<file path="config.mk">
export PLATFORM = sky130hd
export DESIGN_NAME = calc_sequencer
export DESIGN_NICKNAME = d
export VERILOG_FILES = /design/src/rtl/calc_pkg.sv /design/src/rtl/rise_detect.sv /design/src/rtl/calc_sequencer.sv
export SDC_FILE = /design/constraint.sdc
export NUM_CORES = 1
export LEC_CHECK = 0
export ABC_AREA = 1
export CAP_MARGIN = 20
export CELL_PAD_IN_SITES_DETAIL_PLACEMENT = 1
export CELL_PAD_IN_SITES_GLOBAL_PLACEMENT = 2
export CORE_AREA = 2 2 53 55
export CTS_BUF_LIST = sky130_fd_sc_hd__clkbuf_16
export CTS_CLUSTER_SIZE = 16
export DETAILED_ROUTE_END_ITERATION = 12
export DIE_AREA = 0 0 55 57
export DONT_BUFFER_PORTS = 1
export HOLD_SLACK_MARGIN = 0.06
export PLACE_DENSITY_LB_ADDON = 0.12
export SLEW_MARGIN = 40
export SYNTH_ARGS = -nofsm -noshare
export SYNTH_HDL_FRONTEND = slang
export SYNTH_HIERARCHICAL = 1
export SYNTH_SLANG_ARGS = --single-unit
</file>
<file path="constraint.sdc">
create_clock -name clk -period 1.4 [get_ports clk]
set_input_delay 0.14 -clock clk [delete_from_list [all_inputs] [get_ports clk]]
set_output_delay 0.14 -clock clk [all_outputs]
set_load 0.005 [all_outputs]
</file>
<file path="src/rtl/calc_pkg.sv">
// ---------------------------------------------------------------------------
// calc_pkg : state encoding and default timing constants for the calculator
// Revision : 1.0
// ---------------------------------------------------------------------------
`default_nettype none

package calc_pkg;

  typedef enum logic [2:0] {
    IDLE   = 3'd0,
    GET_A  = 3'd1,
    GET_B  = 3'd2,
    GET_OP = 3'd3,
    EXEC   = 3'd4,
    SHOW   = 3'd5,
    ERROR  = 3'd6
  } calc_state_t;

  localparam int unsigned CALC_TIMEOUT_DEFAULT = 64;
  localparam int unsigned CALC_TW_DEFAULT      = 7;

endpackage

`default_nettype wire

</file>
<file path="src/rtl/rise_detect.sv">
// ---------------------------------------------------------------------------
// rise_detect : one-bit registered rising-edge detector, async reset
// Revision    : 1.0
// ---------------------------------------------------------------------------
`default_nettype none

module rise_detect (
  input  logic clk,
  input  logic reset,
  input  logic d_i,
  output logic rise_o
);

  logic d_q;

  always_ff @(posedge clk or posedge reset) begin
    if (reset) begin
      d_q <= 1'b0;
    end else begin
      d_q <= d_i;
    end
  end

  assign rise_o = d_i & ~d_q;

endmodule

`default_nettype wire

</file>
<file path="src/rtl/calc_sequencer.sv">
// ---------------------------------------------------------------------------
// calc_sequencer : button-driven control FSM for operand/operator capture and
//                  ALU execution with timeout
// Revision       : 1.0
// ---------------------------------------------------------------------------
`default_nettype none

module calc_sequencer
  import calc_pkg::*;
#(
  parameter int unsigned TIMEOUT_CYCLES = CALC_TIMEOUT_DEFAULT,
  parameter int unsigned TW             = CALC_TW_DEFAULT
) (
  input  logic       clk,
  input  logic       reset,
  input  logic       btn_enter,
  input  logic       btn_clear,
  input  logic       alu_done,
  input  logic       alu_error,
  output logic       load_a,
  output logic       load_b,
  output logic       load_op,
  output logic       alu_start,
  output logic       result_valid,
  output logic       err,
  output logic       busy,
  output logic [2:0] state_code
);

  localparam logic [TW-1:0] TIMEOUT_LAST = TW'(TIMEOUT_CYCLES - 1);

  calc_state_t   state_q, state_d;
  logic [TW-1:0] cnt_q, cnt_d;
  logic          first_q, first_d;
  logic          enter_rise;
  logic          clear_rise;

  rise_detect u_enter_rise (
    .clk    (clk),
    .reset  (reset),
    .d_i    (btn_enter),
    .rise_o (enter_rise)
  );

  rise_detect u_clear_rise (
    .clk    (clk),
    .reset  (reset),
    .d_i    (btn_clear),
    .rise_o (clear_rise)
  );

  always_ff @(posedge clk or posedge reset) begin
    if (reset) begin
      state_q <= IDLE;
      cnt_q   <= '0;
      first_q <= 1'b0;
    end else begin
      state_q <= state_d;
      cnt_q   <= cnt_d;
      first_q <= first_d;
    end
  end

  // Clear pre-empts every state and masks any pulse decoded in the same cycle.
  always_comb begin
    state_d   = state_q;
    cnt_d     = cnt_q;
    first_d   = 1'b0;
    load_a    = 1'b0;
    load_b    = 1'b0;
    load_op   = 1'b0;
    alu_start = 1'b0;
    if (clear_rise) begin
      state_d = IDLE;
    end else begin
      case (state_q)
        IDLE: begin
          if (enter_rise) state_d = GET_A;
        end
        GET_A: begin
          if (enter_rise) begin
            state_d = GET_B;
            load_a  = 1'b1;
          end
        end
        GET_B: begin
          if (enter_rise) begin
            state_d = GET_OP;
            load_b  = 1'b1;
          end
        end
        GET_OP: begin
          if (enter_rise) begin
            state_d = EXEC;
            load_op = 1'b1;
            cnt_d   = '0;
            first_d = 1'b1;
          end
        end
        EXEC: begin
          alu_start = first_q;
          cnt_d     = cnt_q + 1'b1;
          if (alu_done) begin
            state_d = alu_error ? ERROR : SHOW;
          end else if (cnt_q == TIMEOUT_LAST) begin
            state_d = ERROR;
          end
        end
        SHOW, ERROR: begin
          if (enter_rise) state_d = GET_A;
        end
        default: state_d = IDLE;
      endcase
    end
  end

  assign result_valid = (state_q == SHOW);
  assign err          = (state_q == ERROR);
  assign busy         = (state_q == EXEC);
  assign state_code   = state_q;

endmodule

`default_nettype wire

</file>
==> flow_summary.yaml <==
status:
  run_status: "finished clean"
yosys:
  yosys-top-cells-area: "sky130_fd_sc_hd__dfrtp_1, sky130_fd_sc_hd__nand2_1, sky130_fd_sc_hd__nand3_1, sky130_fd_sc_hd__nor2_1, sky130_fd_sc_hd__inv_1"
  syn_area_um2: 793
  synth_xor_xnor_area_share_pct: 2.21
  synth.yosys.warnings: 6
  synthSimpleGateAreaFrac_pct: 42.7
  synth_largest_area_cell: "sky130_fd_sc_hd__dfrtp_1"
  netlist-cell-type-count: 16
  synth_compound_area_share_pct: 3.94
  yosysTopAreaCellShare_pct: 41.0
  synthAdderAreaFrac_pct: 1.58
  syn_area_per_cell_um2: 6.90
  synth.yosys.seq_area_share_pct: 41.0
  post_synth_net_total: 122
  synth_mux_area_share_pct: 0
  synth_top_family_by_area: "simple AND/OR/NAND/NOR gates"
  seq_cells_post_synth: 13
  syn_inst: 115
critical_path:
  worst_r2r_path_depth: 9
  crit_path_max_fanout: 7
  worst_setup_path_start_kind: "register"
  cp_cell_sequence: "nor2_4 -> nand3_2 -> buf_4 -> nor2_2"
  r2r_setup_slack_ps: 130
  destination_of_the_critical_timing_path: "alu_start"
  cp_launch_point: "state_code[0]"
  worst-path-stages: 4
  worstSetupPathType: "register to primary output"
  worstPathRequired_ps: 1260
  library_cell_contributing_the_largest_single_delay_on_the_critical_path: "sky130_fd_sc_hd__dfrtp_2"
  crit_path_max_incr_delay_ps: 460
  timing.rr.end: "state_code[0]"
  rr_startpoint: "state_code[1]"
  critPathArrivalTime_ps: 1180
  cp.buffers_inverters: 1
  critPathTopFamily: "flip-flops"
  timing.critical_path.to_type: "primary output"
cells_and_area:
  antenna_cells_inserted: 0
  final_common_cell: "sky130_fd_sc_hd__nand2_1"
  num-nets-final: 135
  fraction_of_final_layout_cells_with_drive_strength_greater_than_1_pct: 25.2
  area_growth_pct: 26.8
  finish.utilization_pct: 38.5
  final_cell_mix: "sky130_fd_sc_hd__nand2_1, sky130_fd_sc_hd__inv_1, sky130_fd_sc_hd__nand3_1, sky130_fd_sc_hd__nor2_1, sky130_fd_sc_hd__dfrtp_1"
  layoutNonFillerInstCount: 158
power_and_ir_drop:
  share_clk_of_total_power_pct: 40.6
  share_comb_of_total_power_pct: 23.5
  power_leakage_nw: 0.505
  total_switching_power_uw: 390
  power.density_cell_area_nw_per_um2: 1300
  internal_power_uw: 919
  p_sw_share_pct: 29.8
  max-vdd-ir-drop_uv: 809
  seq_power_share_pct: 36.0
routing:
  vias: 729
  routed_wl_um: 1890
  viasPerCell: 4.61
  ant_nets: 0
  routedWlPerCell_um: 12.0
  initial_drc_count: 13
  drc: 0
  firstDrtPassIters: 4
sta:
  final-setup-viol-count: 0
  hold_viol: 0
  final-max-slew-violation-count: 0
  relSlewSlack_pct: 70.4
  grt_setup_unrepaired: "false"
  worstMarginPinSlew_ps: 443
  period_share_pct: 94.6
  timing.final.crit_period_ps: 1320
  fmax_ghz: 0.755
  fin_tns_setup_ps: 0
  final.setup_skew_ps: 2.76
clock_network:
  cts-buffers-inserted: 3
  clk_transition_reported_paths_ps: 40
  htreeDepth: 1
  cts_buffer_depth: 2
  clock_insertion_delay_at_the_later_pin_of_the_skew_report_ps: 240
  cts_sinks: 13
  postCtsSetupBuffers: 0
  cts_tree: "done"
  cts.root.buffer_cell: "sky130_fd_sc_hd__clkbuf_16"
worst_hold_path:
  worst_hold_path_type: "input pin to register"
place:
  dp.cells: 151
  place_hpwl_um: 1530
  place.port_buffers: 0
  gp_routability_congestion: 0.848
grt:
  number_of_antenna_violations_at_the_first_check_in_global_routing: 0
  grt_max_degree: 12
  grt_pass1_vias: 768
  wire_length_of_the_first_global_routing_pass_um: 3390
  gr-usage-all-layers_pct: 14.5
  globalRouteOverflowTotal: 0
job:
  drv.max_cap_violation_count: 0
floorplan:
  floorplan.core_area_um2: 2620
  row_count: 19
  number_of_i_o_pins: 16
  effective_utilization_at_floorplan_pct: 30.3
  die_x_um: 55
  die_height_um: 57
  total_die_area_um2: 3140
==> state kept, by name, summed over array words and instances, names as in the netlist <==
signal / cells
first_q: 1
state_code: 3
u_enter_rise/d_q: 1
cnt_q: 7
u_clear_rise/d_q: 1
==> area by class of cell <==
class	count	area [um2]
Clock buffer	3	75.1
Clock inverter	1	3.75
Fill cell	335	1610
Inverter	18	67.6
Multi-Input combinational cell	84	425
Sequential cell	13	328
Tap cell	31	38.8
Timing Repair Buffer	8	67.6
==> per-layer routing <==
layer	wire, um	part of all wire, %	global-route usage (%)
met1	983	52	21.9
met2	852	45	21.3
met3	43	2.3	2.36
met4	8	0.42	4.18
met5	0	0	0
==> stage by stage <==
step | cell area, um2 | setup slack, ps | power, mW | hold slack, ps
CTS | 982 | 19.7 | 1.30 | 187
floorplan | 793 | 170 | 0.643 | -131
global route | 1010 | 16.4 | 1.39 | 206
global placement | 870 | 28.7 | 0.752 | -129
finish | 1010 | 75.7 | 1.31 | 181
detailed placement | 870 | 60.0 | 0.748 | -129
==> how the worst min path moves through the flow <==
stage               startpoint          endpoint  cells past startpoint
floorplan                reset  u_clear_rise/d_q                      1
CTS                   alu_done     state_code[0]                      5
global placement         reset  u_enter_rise/d_q                      1
detailed placement       reset  u_enter_rise/d_q                      1
finish               btn_enter           first_q                      4
global route         btn_enter           first_q                      4
==> worst register-to-register path: cells and delay by family (launching register included) <==
kind | cells | cell delay (ps)
buffers and inverters | 3 | 270
DFF | 1 | 440
and+or+nand+nor | 6 | 460
==> power by group through the flow <==
stage | Sequential, mW | Combinational [mW] | Clock (mW)
after floorplan | 0.469 | 0.174 | 0
after global placement | 0.465 | 0.287 | 0
after detailed placement | 0.463 | 0.285 | 0
after CTS | 0.462 | 0.297 | 0.544
after global routing | 0.477 | 0.356 | 0.558
final | 0.471 | 0.307 | 0.531
==> Yosys cell counts <==
cell,number
sky130_fd_sc_hd__inv_2,3
sky130_fd_sc_hd__nor2_1,16
sky130_fd_sc_hd__or2_2,1
sky130_fd_sc_hd__nand2_1,35
sky130_fd_sc_hd__dfrtp_1,13
sky130_fd_sc_hd__o21ai_1,1
sky130_fd_sc_hd__nor2_2,4
sky130_fd_sc_hd__nand2_4,2
sky130_fd_sc_hd__inv_1,15
sky130_fd_sc_hd__nand3_1,15
sky130_fd_sc_hd__o211ai_1,1
sky130_fd_sc_hd__ha_1,1
sky130_fd_sc_hd__o21ai_2,1
sky130_fd_sc_hd__nand2_2,3
sky130_fd_sc_hd__o21ai_0,2
sky130_fd_sc_hd__xor2_1,2
==> what timing repair did <==
item | CTS | global route
hold buffers | 3 | 0
hold endpoints to repair | 15 | 0
resized for setup | 3 | 8
endpoints found under the setup margin | 1 | 2
==> cells by family after synthesis <==
family | count (synthesis)
xor gates and xnor gates | 2
DFF | 13
AOI/OAI and AO/OA | 5
adders and majority gates | 1
buffers and inverters | 18
and+or+nand+nor | 76
Power figures use the tool's default switching activity.
